[src/rtl/pwm_pkg.sv]
// Shared types and defaults for the PWM duty generator and its helpers.
package pwm_pkg;

    localparam int unsigned PERIOD_STEPS_DEF = 100;
    localparam int unsigned DUTY_W_DEF       = 8;

    typedef enum logic [1:0] {
        ST_IDLE     = 2'd0,
        ST_RUN      = 2'd1,
        ST_STOPPING = 2'd2
    } pwm_state_e;

endpackage : pwm_pkg

[src/rtl/edge_tick.sv]
// Rising-edge detector for same-clock divider outputs; tick_c is a one-clk pulse.
module edge_tick (
    input  logic clk,
    input  logic rst,
    input  logic sig,
    output logic tick_c
);

    logic sig_q;

    always_ff @(posedge clk) begin
        if (rst) begin
            sig_q <= 1'b0;
        end else begin
            sig_q <= sig;
        end
    end

    assign tick_c = sig & ~sig_q;

endmodule : edge_tick

[src/rtl/pwm_duty_gen.sv]
// PWM generator stepped by divider ticks; duty is double-buffered and applied at period starts.
module pwm_duty_gen
    import pwm_pkg::*;
#(
    parameter int unsigned PERIOD_STEPS = PERIOD_STEPS_DEF,
    parameter int unsigned DUTY_W       = DUTY_W_DEF
) (
    input  logic              clk,
    input  logic              rst,
    input  logic              freq_in,
    input  logic              enable,
    input  logic [DUTY_W-1:0] duty_in,
    input  logic              duty_load,
    output logic              pwm_out,
    output logic              period_start,
    output logic [DUTY_W-1:0] duty_active,
    output logic              busy
);

    localparam logic [DUTY_W-1:0] LAST_STEP = DUTY_W'(PERIOD_STEPS - 1);
    localparam logic [DUTY_W-1:0] MAX_DUTY  = DUTY_W'(PERIOD_STEPS);

    pwm_state_e        state, state_nxt;
    logic [DUTY_W-1:0] step_cnt, step_nxt, step_inc;
    logic [DUTY_W-1:0] duty_pend, pend_nxt, duty_clamped;
    logic [DUTY_W-1:0] act_nxt;
    logic              pwm_nxt, ps_nxt, busy_nxt;
    logic              tick;

    edge_tick u_edge_tick (
        .clk    (clk),
        .rst    (rst),
        .sig    (freq_in),
        .tick_c (tick)
    );

    assign duty_clamped = (duty_in > MAX_DUTY) ? MAX_DUTY : duty_in;
    assign step_inc     = step_cnt + DUTY_W'(1);

    always_ff @(posedge clk) begin
        if (rst) begin
            state <= ST_IDLE;
        end else begin
            state <= state_nxt;
        end
    end

    // Next-state and datapath; a same-cycle load bypasses into the period-start transfer.
    always_comb begin
        state_nxt = state;
        step_nxt  = step_cnt;
        pend_nxt  = duty_load ? duty_clamped : duty_pend;
        act_nxt   = duty_active;
        pwm_nxt   = pwm_out;
        ps_nxt    = 1'b0;

        case (state)
            ST_IDLE: begin
                pwm_nxt  = 1'b0;
                step_nxt = '0;
                if (tick && enable) begin
                    state_nxt = ST_RUN;
                    act_nxt   = pend_nxt;
                    pwm_nxt   = (pend_nxt != '0);
                    ps_nxt    = 1'b1;
                end
            end
            ST_RUN, ST_STOPPING: begin
                state_nxt = enable ? ST_RUN : ST_STOPPING;
                if (tick) begin
                    if (step_cnt == LAST_STEP) begin
                        step_nxt = '0;
                        if (state == ST_RUN || enable) begin
                            act_nxt = pend_nxt;
                            pwm_nxt = (pend_nxt != '0);
                            ps_nxt  = 1'b1;
                        end else begin
                            state_nxt = ST_IDLE;
                            pwm_nxt   = 1'b0;
                        end
                    end else begin
                        step_nxt = step_inc;
                        pwm_nxt  = (step_inc < duty_active);
                    end
                end
            end
            default: begin
                state_nxt = ST_IDLE;
                step_nxt  = '0;
                pwm_nxt   = 1'b0;
            end
        endcase

        busy_nxt = (state_nxt != ST_IDLE);
    end

    always_ff @(posedge clk) begin
        if (rst) begin
            step_cnt     <= '0;
            duty_pend    <= '0;
            duty_active  <= '0;
            pwm_out      <= 1'b0;
            period_start <= 1'b0;
            busy         <= 1'b0;
        end else begin
            step_cnt     <= step_nxt;
            duty_pend    <= pend_nxt;
            duty_active  <= act_nxt;
            pwm_out      <= pwm_nxt;
            period_start <= ps_nxt;
            busy         <= busy_nxt;
        end
    end

endmodule : pwm_duty_gen
[config.mk]
export PLATFORM = sky130hd
export DESIGN_NAME = pwm_duty_gen
export DESIGN_NICKNAME = d
export VERILOG_FILES = /design/src/rtl/pwm_pkg.sv /design/src/rtl/edge_tick.sv /design/src/rtl/pwm_duty_gen.sv
export SDC_FILE = /design/constraint.sdc
export NUM_CORES = 1
export LEC_CHECK = 0
export ABC_AREA = 1
export BUFFER_PORTS_ARGS = -buffer_cell sky130_fd_sc_hd__buf_2
export CORE_ASPECT_RATIO = 1.75
export CORE_MARGIN = 1
export CORE_UTILIZATION = 56
export CTS_CLUSTER_DIAMETER = 30
export DETAILED_ROUTE_END_ITERATION = 8
export HOLD_SLACK_MARGIN = 0.02
export PLACE_DENSITY = 0.86
export SETUP_SLACK_MARGIN = 0.02
export SLEW_MARGIN = 30
export SYNTH_ARGS = -nofsm -noshare
export SYNTH_HDL_FRONTEND = slang
export SYNTH_SLANG_ARGS = --single-unit
[constraint.sdc]
create_clock -name clk -period 2.55 [get_ports clk]
set_input_delay 0.3825 -clock clk [delete_from_list [all_inputs] [get_ports clk]]
set_output_delay 0.3825 -clock clk [all_outputs]
set_load 0.1 [all_outputs]
==> impl_metrics.toml <==
[placed_design]
io_buffers = 23
hpwl_mm = 2.46
placedCellCount = 278
gp_congestion = 0.873

[worst_setup_path]
cpMaxStageDelayCell = "dfxtp_1"
arrival_ns = 2.38
path_cells = "nand3_1 > nand3b_1 > nor3_1 > xor2_1 > ha_1 > nand2_1 > inv_1 > nor4_1 > nand2_1 > nand2_1 > nand2_1 > a21oi_1"
crit_type = "flop to flop"
cp_common_cell = "nand2_1"
critPathMaxStageDelay_ns = 0.41
reg2reg_depth = 12
critPathMaxFanout = 5
cp-start-kind = "flop"
critPathCaptureType = "flop"
cp.required_ns = 2.77

[power_and_ir_drop]
powerDensity_nw_per_um2 = 930
vdd_drop_max_mv = 0.642
power_leakage_nw = 0.937

[timing]
setup_viol_count_final = 0
fin_skew_ns = 0.00508
max_slew.worst_pin.slew_ns = 0.487
hold_viol = 0
max_freq_ghz = 0.463
rsz0062_at_grt = "no"
finalSetupTns_ns = 0
fin_crit_ns = 2.16
relSlewSlack = 0.677
slew_violations = 0
hold-worst-slack_ns = 0.338
post-route-period-util = 0.848

[yosys]
yosysUniqueCellTypes = 29
ys_warn_count = 0
synthFlopType = "dfxtp_1"
postSynthCellCount = 232
netlist_area_um2 = 1640
ys_seq_elements = 30
synth_top_area_share = 0.366
synth.area.top_cells = "dfxtp_1 (37%), nand2_1 (13%), ha_1 (8.4%)"
synth_area_leader_cell = "dfxtp_1"
syn-num-nets = 256
synth_edf_count = 0
synth.most_common_cell = "nand2_1"
avgSynthCellArea_um2 = 7.08
ys_seq_area_frac = 0.366
async_reset_ff_frac = 0
synth_commonest_cells = "nand2_1 (58), inv_1 (36), dfxtp_1 (30), nor2_1 (30), a21oi_1 (19)"

[cts]
cts_buffers = 5
cts_num_sinks = 30
clock_latency_ns = 0.29
cts_root_buf = "clkbuf_8"
clk_pin_slew_worst_paths_ns = 0.06
cts_setup_buffers = 0
cts_tree = "yes"
cts_max_path_buffers = 2
cts_resized = 0
htreeDepth = 2
ctsHoldBuffers = 0

[global_routing]
overflow = 0
antenna_found_initial = 0
grt_max_degree = 18
track_usage = 0.232
grt_pass1_wl_mm = 5.44
grt_pass1_vias = 1328

[die]
chipHeight_um = 73.6
die_area_um2 = 3160
io_pins = 24
rows = 25
core_um2 = 2750
start_util = 0.596
die_x_um = 42.9

[detailed_routing]
wl_per_cell_um = 11.1
drtIter0Drc = 22
avgViaCountPerCell = 5.12
antenna_left = 0
routed_wl_mm = 3.16
vias = 1465
dr.pass1.iters = 4
drc = 0

[finish]
diodes = 0
final_net_count = 282
drive_above_1_share = 0.158
nFillCells = 258
fin_cells = 286
areaGrowthSynthToFinish_pct = 14.3

[hold_path]
whs_path_depth = 3
hold_class = "input port to flop"

[run]
cap_viol_max_count = 0

[outcome]
outcome = "finished, final reports clean"
area by class of cell:
type | count | area, um^2 | area share
timing repair buffer | 23 | 115 | 0.0613
multi-input combinational | 161 | 878 | 0.468
inverter | 37 | 139 | 0.0740
tap | 27 | 33.8 | 0.0180
sequential | 30 | 601 | 0.320
clock buffer | 8 | 110 | 0.0587
layer usage:
metal | wire length, um | vias up | track usage | share of wire
met3 | 109 | 6 | 0.0663 | 0.034
met2 | 1730 | 30 | 0.438 | 0.55
met5 | 0 | - | 0 | 0
li1 | - | 781 | - | -
met1 | 1250 | 648 | 0.221 | 0.40
met4 | 68 | 0 | 0.108 | 0.021
registers in the layout (all words and copies together) (netlist names):
name               cells
step_cnt               8
pwm_out                1
state                  2
duty_pend              8
busy                   1
period_start           1
u_edge_tick.sig_q      1
duty_active            8
cells by family (layout without fill, tap and decap cells):
family,count (synthesis),after routing,share of synthesized area
xor+xnor,6,6,0.0320
simple gates,105,105,0.277
flops,30,30,0.366
buf+inv,41,68,0.0991
compound gates,39,39,0.142
fa+ha+maj,11,11,0.0838
power by group:
| group | switching, mW | total (mW) | internal (mW) |
|---|---|---|---|
| Sequential | 0.0412 | 0.575 | 0.534 |
| Combinational | 0.571 | 0.724 | 0.153 |
| Clock | 0.176 | 0.448 | 0.272 |
| Total | 0.788 | 1.75 | 0.958 |
worst paths after layout:
path,startpoint,endpoint,slack (ns)
min reg2reg,pwm_out,pwm_out,0.47
max reg2reg,step_cnt[2],pwm_out,0.39
min,freq_in,u_edge_tick.sig_q,0.34
max,step_cnt[2],pwm_out,0.39
through the flow:
stage               utilization  total power, mW  instance area (um^2)  setup WS [ns]
floorplan                     -             1.21                  1640          0.501
global placement          0.642             1.30                  1770          0.531
detailed placement        0.642             1.31                  1770          0.400
CTS                       0.682             1.75                  1880          0.374
global route              0.682             1.85                  1880          0.153
finish                    0.682             1.75                  1880          0.388
layout by cell type (no fill, tap or decap):
cell,instances
clkbuf_8,8
a21oi_2,1
ha_1,11
nand2_2,1
xor2_1,6
a21boi_4,1
inv_1,36
o21ai_1,2
nor3_1,1
nor4_1,1
or2_2,1
nand2_1,58
a211oi_1,2
dfxtp_1,30
nor3b_1,1
a211oi_2,1
nand3_1,7
nand4_2,1
nand3b_1,1
buf_2,23
nor2_1,30
inv_2,1
nor4_4,1
a21boi_0,3
nor2_4,1
o21ai_0,10
a21oi_1,19
nor2_2,1
critical path: cells and delay by family, from the launching register on:
family / cells / cell delay, ns
buf+inv: 1 / 0.04
flops: 1 / 0.41
fa+ha+maj: 1 / 0.27
compound gates: 1 / 0.10
simple gates: 8 / 1.08
xor+xnor: 1 / 0.22
Power figures use the tool's default switching activity.
